File: src/rtl/oled_pkg.sv
// oled_pkg: shared definitions for the OLED I2C arbiter slice.
//   arb_state_t     - arbiter FSM states
//   OLED_*_ADDR     - SSD1306-style control-byte addresses (command / data)
//   OLED_NREQ, OLED_GAP_CYCLES, OLED_TIMEOUT - default arbiter parameters
//   idx_width()     - width of an index into an n-entry vector (min 1)
package oled_pkg;

  typedef enum logic [1:0] {
    ST_IDLE      = 2'd0,
    ST_ISSUE     = 2'd1,
    ST_WAIT_DONE = 2'd2,
    ST_GAP       = 2'd3
  } arb_state_t;

  localparam logic [15:0] OLED_CMD_ADDR  = 16'h0000;
  localparam logic [15:0] OLED_DATA_ADDR = 16'h0040;

  localparam int unsigned OLED_NREQ       = 3;
  localparam int unsigned OLED_GAP_CYCLES = 16;
  localparam int unsigned OLED_TIMEOUT    = 5000;
  localparam int unsigned OLED_WAIT_W     = 14;

  function automatic int unsigned idx_width(input int unsigned n);
    return (n > 1) ? $clog2(n) : 1;
  endfunction

endpackage

File: src/rtl/oled_rr_pick.sv
// oled_rr_pick: combinational round-robin selector.
//   i_elig  - eligible requesters
//   i_last  - index of the previous grant; search starts at i_last+1
//   o_grant - one-hot grant (zero when nothing eligible)
//   o_idx   - index of the granted requester
//   o_found - some requester was eligible
module oled_rr_pick
  import oled_pkg::*;
#(
  parameter int unsigned NREQ = OLED_NREQ,
  parameter int unsigned IW   = idx_width(NREQ)
) (
  input  logic [NREQ-1:0] i_elig,
  input  logic [IW-1:0]   i_last,
  output logic [NREQ-1:0] o_grant,
  output logic [IW-1:0]   o_idx,
  output logic            o_found
);

  logic [IW-1:0] w_cand;

  always_comb begin
    o_grant = '0;
    o_idx   = '0;
    o_found = 1'b0;
    w_cand  = '0;
    // k = NREQ wraps back to i_last itself, so a lone eligible
    // requester that was also the last grant is still found.
    for (int unsigned k = 1; k <= NREQ; k++) begin
      w_cand = IW'((32'(i_last) + k) % NREQ);
      if (!o_found && i_elig[w_cand]) begin
        o_found         = 1'b1;
        o_grant[w_cand] = 1'b1;
        o_idx           = w_cand;
      end
    end
  end

endmodule

File: src/rtl/oled_i2c_arb.sv
// oled_i2c_arb: round-robin arbiter sharing one I2C master between the
// OLED init sequencer (0), cursor/position (1) and pixel/char data (2).
//   clk, rst_n          - clock, asynchronous active-low reset
//   req_valid/lock/rh_wl, req_addr, req_data - packed per-requester request
//   req_ready           - one-cycle accept pulse (one-hot)
//   rsp_done            - one-cycle completion pulse (one-hot)
//   rsp_ack/err/data_r  - completion status, valid with rsp_done
//   i2c_exec/rh_wl/addr/data_w - command to the I2C master
//   i2c_data_r/done/ack - response from the I2C master
//   busy                - FSM not idle
//   timeout_cnt         - saturating count of aborted transactions
module oled_i2c_arb
  import oled_pkg::*;
#(
  parameter int unsigned NREQ       = OLED_NREQ,
  parameter int unsigned GAP_CYCLES = OLED_GAP_CYCLES,
  parameter int unsigned TIMEOUT    = OLED_TIMEOUT
) (
  input  logic                 clk,
  input  logic                 rst_n,
  input  logic [NREQ-1:0]      req_valid,
  input  logic [NREQ-1:0]      req_lock,
  input  logic [NREQ-1:0]      req_rh_wl,
  input  logic [16*NREQ-1:0]   req_addr,
  input  logic [8*NREQ-1:0]    req_data,
  output logic [NREQ-1:0]      req_ready,
  output logic [NREQ-1:0]      rsp_done,
  output logic                 rsp_ack,
  output logic                 rsp_err,
  output logic [7:0]           rsp_data_r,
  output logic                 i2c_exec,
  output logic                 i2c_rh_wl,
  output logic [15:0]          i2c_addr,
  output logic [7:0]           i2c_data_w,
  input  logic [7:0]           i2c_data_r,
  input  logic                 i2c_done,
  input  logic                 i2c_ack,
  output logic                 busy,
  output logic [7:0]           timeout_cnt
);

  localparam int unsigned IW = idx_width(NREQ);
  localparam int unsigned GW = (GAP_CYCLES > 1) ? $clog2(GAP_CYCLES) : 1;
  localparam logic [GW-1:0]          GAP_LAST  = GW'(GAP_CYCLES - 1);
  localparam logic [OLED_WAIT_W-1:0] WAIT_LAST = OLED_WAIT_W'(TIMEOUT - 1);

  arb_state_t             r_state;
  logic [IW-1:0]          r_last;
  logic [NREQ-1:0]        r_gnt;
  logic                   r_lock_act;
  logic [NREQ-1:0]        r_lock_gnt;
  logic [OLED_WAIT_W-1:0] r_wait_cnt;
  logic [GW-1:0]          r_gap_cnt;
  logic [NREQ-1:0]        r_ready;
  logic [NREQ-1:0]        r_done;
  logic                   r_ack;
  logic                   r_err;
  logic [7:0]             r_data_r;
  logic                   r_exec;
  logic                   r_rh_wl;
  logic [15:0]            r_addr;
  logic [7:0]             r_data_w;
  logic                   r_busy;
  logic [7:0]             r_to_cnt;

  logic [NREQ-1:0]        w_elig;
  logic [NREQ-1:0]        w_gnt;
  logic [IW-1:0]          w_idx;
  logic                   w_found;
  logic [15:0]            w_sel_addr;
  logic [7:0]             w_sel_data;
  logic                   w_sel_rh_wl;

  // While a lock is held and its owner still asserts req_lock, only the
  // owner may win. The lock is released on the same IDLE cycle that
  // req_lock is seen low, so that cycle already arbitrates normally.
  always_comb begin
    w_elig = req_valid;
    if (r_lock_act && |(req_lock & r_lock_gnt)) begin
      w_elig = req_valid & r_lock_gnt;
    end
  end

  oled_rr_pick #(
    .NREQ (NREQ),
    .IW   (IW)
  ) u_pick (
    .i_elig  (w_elig),
    .i_last  (r_last),
    .o_grant (w_gnt),
    .o_idx   (w_idx),
    .o_found (w_found)
  );

  always_comb begin
    w_sel_addr  = '0;
    w_sel_data  = '0;
    w_sel_rh_wl = 1'b0;
    for (int unsigned i = 0; i < NREQ; i++) begin
      if (w_gnt[i]) begin
        w_sel_addr  = req_addr[i*16 +: 16];
        w_sel_data  = req_data[i*8 +: 8];
        w_sel_rh_wl = req_rh_wl[i];
      end
    end
  end

  always_ff @(posedge clk or negedge rst_n) begin
    if (!rst_n) begin
      r_state    <= ST_IDLE;
      r_last     <= IW'(NREQ - 1);
      r_gnt      <= '0;
      r_lock_act <= 1'b0;
      r_lock_gnt <= '0;
      r_wait_cnt <= '0;
      r_gap_cnt  <= '0;
      r_ready    <= '0;
      r_done     <= '0;
      r_ack      <= 1'b0;
      r_err      <= 1'b0;
      r_data_r   <= '0;
      r_exec     <= 1'b0;
      r_rh_wl    <= 1'b0;
      r_addr     <= '0;
      r_data_w   <= '0;
      r_busy     <= 1'b0;
      r_to_cnt   <= '0;
    end else begin
      r_ready <= '0;
      r_done  <= '0;
      r_exec  <= 1'b0;
      case (r_state)
        ST_IDLE: begin
          if (r_lock_act && !(|(req_lock & r_lock_gnt))) begin
            r_lock_act <= 1'b0;
          end
          if (w_found) begin
            r_ready  <= w_gnt;
            r_gnt    <= w_gnt;
            r_last   <= w_idx;
            r_addr   <= w_sel_addr;
            r_data_w <= w_sel_data;
            r_rh_wl  <= w_sel_rh_wl;
            r_busy   <= 1'b1;
            r_state  <= ST_ISSUE;
          end
        end
        ST_ISSUE: begin
          r_exec     <= 1'b1;
          r_wait_cnt <= '0;
          r_state    <= ST_WAIT_DONE;
        end
        ST_WAIT_DONE: begin
          // Done takes priority over an expiring wait counter.
          if (i2c_done) begin
            r_done     <= r_gnt;
            r_ack      <= i2c_ack;
            r_data_r   <= i2c_data_r;
            r_err      <= 1'b0;
            r_lock_act <= |(req_lock & r_gnt);
            r_lock_gnt <= r_gnt;
            r_gap_cnt  <= '0;
            r_state    <= ST_GAP;
          end else if (r_wait_cnt == WAIT_LAST) begin
            r_done     <= r_gnt;
            r_ack      <= 1'b0;
            r_err      <= 1'b1;
            r_lock_act <= |(req_lock & r_gnt);
            r_lock_gnt <= r_gnt;
            if (r_to_cnt != 8'hFF) begin
              r_to_cnt <= r_to_cnt + 8'd1;
            end
            r_gap_cnt  <= '0;
            r_state    <= ST_GAP;
          end else begin
            r_wait_cnt <= r_wait_cnt + 1'b1;
          end
        end
        ST_GAP: begin
          if (r_gap_cnt == GAP_LAST) begin
            r_busy  <= 1'b0;
            r_state <= ST_IDLE;
          end else begin
            r_gap_cnt <= r_gap_cnt + 1'b1;
          end
        end
        default: begin
          r_busy  <= 1'b0;
          r_state <= ST_IDLE;
        end
      endcase
    end
  end

  assign req_ready   = r_ready;
  assign rsp_done    = r_done;
  assign rsp_ack     = r_ack;
  assign rsp_err     = r_err;
  assign rsp_data_r  = r_data_r;
  assign i2c_exec    = r_exec;
  assign i2c_rh_wl   = r_rh_wl;
  assign i2c_addr    = r_addr;
  assign i2c_data_w  = r_data_w;
  assign busy        = r_busy;
  assign timeout_cnt = r_to_cnt;

endmodule

File: config.mk
export PLATFORM = sky130hd
export DESIGN_NAME = oled_i2c_arb
export DESIGN_NICKNAME = d
export VERILOG_FILES = /design/src/rtl/oled_pkg.sv /design/src/rtl/oled_rr_pick.sv /design/src/rtl/oled_i2c_arb.sv
export SDC_FILE = /design/constraint.sdc
export NUM_CORES = 1
export LEC_CHECK = 0
export ABC_AREA = 1
export ABC_CLOCK_PERIOD_IN_PS = 2230
export CORE_MARGIN = 2
export CORE_UTILIZATION = 35
export CTS_CLUSTER_DIAMETER = 80
export DETAILED_ROUTE_END_ITERATION = 8
export GPL_TIMING_DRIVEN = 0
export HOLD_SLACK_MARGIN = 0.15
export PLACE_DENSITY = 0.67
export SYNTH_ARGS = -nofsm -noshare
export SYNTH_HDL_FRONTEND = slang
export SYNTH_HIERARCHICAL = 1
export SYNTH_SLANG_ARGS = --single-unit
File: constraint.sdc
create_clock -name clk -period 2.23 [get_ports clk]
set_input_delay 0.446 -clock clk [delete_from_list [all_inputs] [get_ports clk]]
set_output_delay 0.446 -clock clk [all_outputs]
set_load 0.005 [all_outputs]
==> summary.md <==
| Metric | Value |
|---|---|
| Number of diodes | `0` |
| Initial core utilization | `between 30 and 40%` |
| Max Cap Viol | `0` |
| Cell Rows | `between 40 and 50` |
| Crit path from | `r_lock_gnt[1]` |
| FF-to-FF End | `i2c_addr[14]` |
| CTS tree | `yes` |
| Die Span Y | `~120 µm` |
| Setup ws final | `-161.6 ps` |
| Io pins | `approximately 140` |
| First-pass GRT wire length | `22360 µm` |
| LEAKAGE | `0.003392 µW` |
| Clock Skew | `roughly 8.2 ps` |
| Pin count of the biggest net entering global routing | `between 40 and 50` |
| Antenna violations before repair | `0` |
| Power Total | `just over 9000 µW` |
| Fin crit share | `107.2%` |
| Sequential share of power | `between 20% and 30%` |
| Crit path to | `i2c_addr[14]` |
| Area contributors post-synth | `dfrtp_1 43%, nand2_1 18%, nand3_1 5.9%, a21oi_1 5.6%, inv_1 4.0%` |
| Post-Route Setup TNS | `-2983 ps` |
| Ys flop type | `dfrtp_1` |
| R2R setup slack | `-160 ps` |
| Synth Net Count | `about 720` |
| Clock Latency Late Sink | `~350 ps` |
| CTS H-tree lvls | `3` |
| Core Area | `between 0.01 and 0.015 mm²` |
| Worst-Margin Slew | `~540 ps` |
| Cell with the most instances after synthesis | `nand2_1` |
| WL final | `~14000 µm` |
| Clk root buf | `clkbuf_16` |
| Cell-internal power | `~5400 µW` |
| Sw frac | `between 40% and 50%` |
| Worst EP required | `approximately 2500 ps` |
| Pwr dens | `about 1300 mW/mm²` |
| Number of enable flip-flop cells after synthesis | `0` |
| Async SR Flop Fraction | `100.0%` |
| Final HPWL from detailed placement | `about 9500 µm` |
| Status | `finished with violations` |
| Combinational share of power | `between 50% and 60%` |
| Nets | `a little over 900` |
| Max-slew violations | `0` |
| # clock sinks | `80` |
| Clock power share | `~18%` |
| DRC viols | `0` |
| Fmax | `between 0.4 and 0.5 GHz` |
| Detailed Routing Iterations Pass 1 | `4` |
| Post-synth top cells | `223 x nand2_1, 79 x dfrtp_1, 54 x nand3_1` |
| Avg Inst Size Synth | `7.381 µm²` |
| Share of the synthesized area in the top cell type | `43.48%` |
| Setup crit end kind | `flip-flop` |
| Synth Warn # | `6` |
| CP max FO | `5` |
| Chip width | `roughly 120 µm` |
| Yosys reg bits | `80` |
| Post-route ant nets | `0` |
| Share of layout cells above drive strength 1 | `18.77%` |
| Via density | `around 4.9` |
| Crit path DAT | `approximately 2700 ps` |
| Final Hold Violating Endpoints | `0` |
| Register area share after synthesis | `44.06%` |
| FF-to-FF Start | `r_lock_gnt[1]` |
| Total CTS buffers | `9` |
| NetSw | `~3700 µW` |
| Failing checks | `setup timing` |
| P&R area growth vs syn | `56.91%` |
| Mapped cell area | `0.004547 mm²` |
| Synth area leader | `dfrtp_1` |
| Startpoint types | `flip-flop` |
| Vias | `roughly 4800` |
| Worst hold path class | `flip-flop to flip-flop` |
| Min Tclk post-route | `about 2400 ps` |
| Final setup vio count | `28` |
| Die footprint | `0.01392 mm²` |
| GP Congestion | `0.8993` |
| Iter 0 DRT Violations | `288` |
| Vias in the first global route | `between 4000 and 5000` |
| Distinct cell type count after synthesis | `36` |
| Kind of critical path | `flip-flop to flip-flop` |
| RSZ-0062 raised after global routing | `yes` |
| Drt wl/cell | `approximately 14 µm` |
| Mapped Cells | `between 600 and 700` |
| CTS clk-pin slew, worst paths | `around 60 ps` |
| VDD IR max | `~0.00070 V` |
| Worst reg-to-reg path cell count | `19` |
| GRT Residual Overflow | `0` |
| Port bufs | `~140` |
| CTS Buffer Depth | `2` |
| Worst slew margin | `64.30%` |
| GRT Util Overall | `19.81%` |
cell families after synthesis:
family          Yosys count  synth area share (%)
compound gates          105                 12.66
xor+xnor                  9                 1.734
fa+ha+maj                12                 3.302
buf+inv                  75                 6.879
flops                    80                 44.06
simple gates            335                 31.37
worst max-delay path, cell delays in order (launching register included):
cell,delay [ps]
dfrtp_1,400
nand2_1,80
nand3_2,100
nand2_2,90
o21a_1,160
inv_2,80
o21ai_2,190
nand2_4,90
nand3_2,70
nand2_1,60
inv_1,80
nand2_1,70
buf_6,130
nor2_4,120
buf_6,140
buf_6,130
nand2_4,50
a21oi_2,130
o21ai_1,90
nand2_1,60
repair_timing:
action | in CTS | in global routing
setup buffers | 33 | 7
resized for setup | 92 | 36
hold buffers | 1 | 0
endpoints found under the setup margin | 34 | 37
gates cloned | 2 | 0
pin swaps | 36 | 24
endpoints found under the hold margin | 36 | 0
state kept, by name, indices dropped and copies added, names as in the netlist, 2 cells and up:
signal / flops
i2c_data_w: 8
r_gap_cnt: 4
r_lock_gnt: 3
r_last: 2
rsp_data_r: 8
r_wait_cnt: 14
timeout_cnt: 8
rsp_done: 3
r_state: 2
r_gnt: 3
req_ready: 3
i2c_addr: 16
metal layers:
metal / wire [µm] / global-route usage [%]
met5: 0 / 0
met4: 357 / 9.413
met3: 895 / 5.184
met2: 6828 / 33.90
met1: 5577 / 23.05
how the worst min path moves through the flow:
stage               depth (start not counted)       endpoint          start
floorplan                                   0           busy          rst_n
global placement                            2        rsp_ack        rsp_ack
global route                                2  i2c_data_w[5]  i2c_data_w[5]
CTS                                         2   i2c_addr[15]   i2c_addr[15]
finish                                      2  i2c_data_w[5]  i2c_data_w[5]
detailed placement                          1  rsp_data_r[2]          rst_n
cell usage in the layout (no fill, tap or decap), drive strengths merged:
cell type        n
or2              2
inv             52
nand2          233
o21a             3
buf             55
a21oi           51
nand3b           1
dlygate4sd2      3
xor2             7
clkinvlp         3
clkinv           2
clkdlybuf4s50  139
o21bai           3
dlygate4sd3      1
o21ai           45
a31oi            1
nor2            39
xnor2            2
a21o             1
ha              12
bufinv           2
dfrtp           79
clkbuf          17
nand4            5
dfstp            1
o31ai            1
nand3           55
per-stage QoR:
stage	hold slack (ps)	area, µm²	instances	setup WS [ps]	util (%)
3_3_place_gp	454.3	6201	931	-2256	48.94
3_5_place_dp	462.1	6226	932	-956.2	49.14
2_1_floorplan	150.4	4554	616	1.501	-
4_1_cts	478.4	7003	982	-89.34	55.27
5_1_grt	496.4	7134	987	-382.3	56.30
6_report	473.6	7134	987	-161.6	56.30
power groups by stage:
stage / Combinational (µW) / Sequential (µW) / Clock [µW]
global route: 5910 / 2230 / 1720
detailed placement: 4050 / 2190 / 0
global placement: 3950 / 2180 / 0
floorplan: 2440 / 2180 / 0
finish: 5370 / 2170 / 1610
CTS: 5020 / 2170 / 1660
layout make-up:
class                      instances  area (µm²)
buffer                            21       187.7
clock buffer                      11       242.7
clock inverter                     5       80.08
fill                            1143        5537
inverter                          54       211.5
multi-input combinational        461        2397
sequential                        80        2003
tap                              172       215.2
timing repair buffer             183        1797
(Power assumes the default switching activity.)
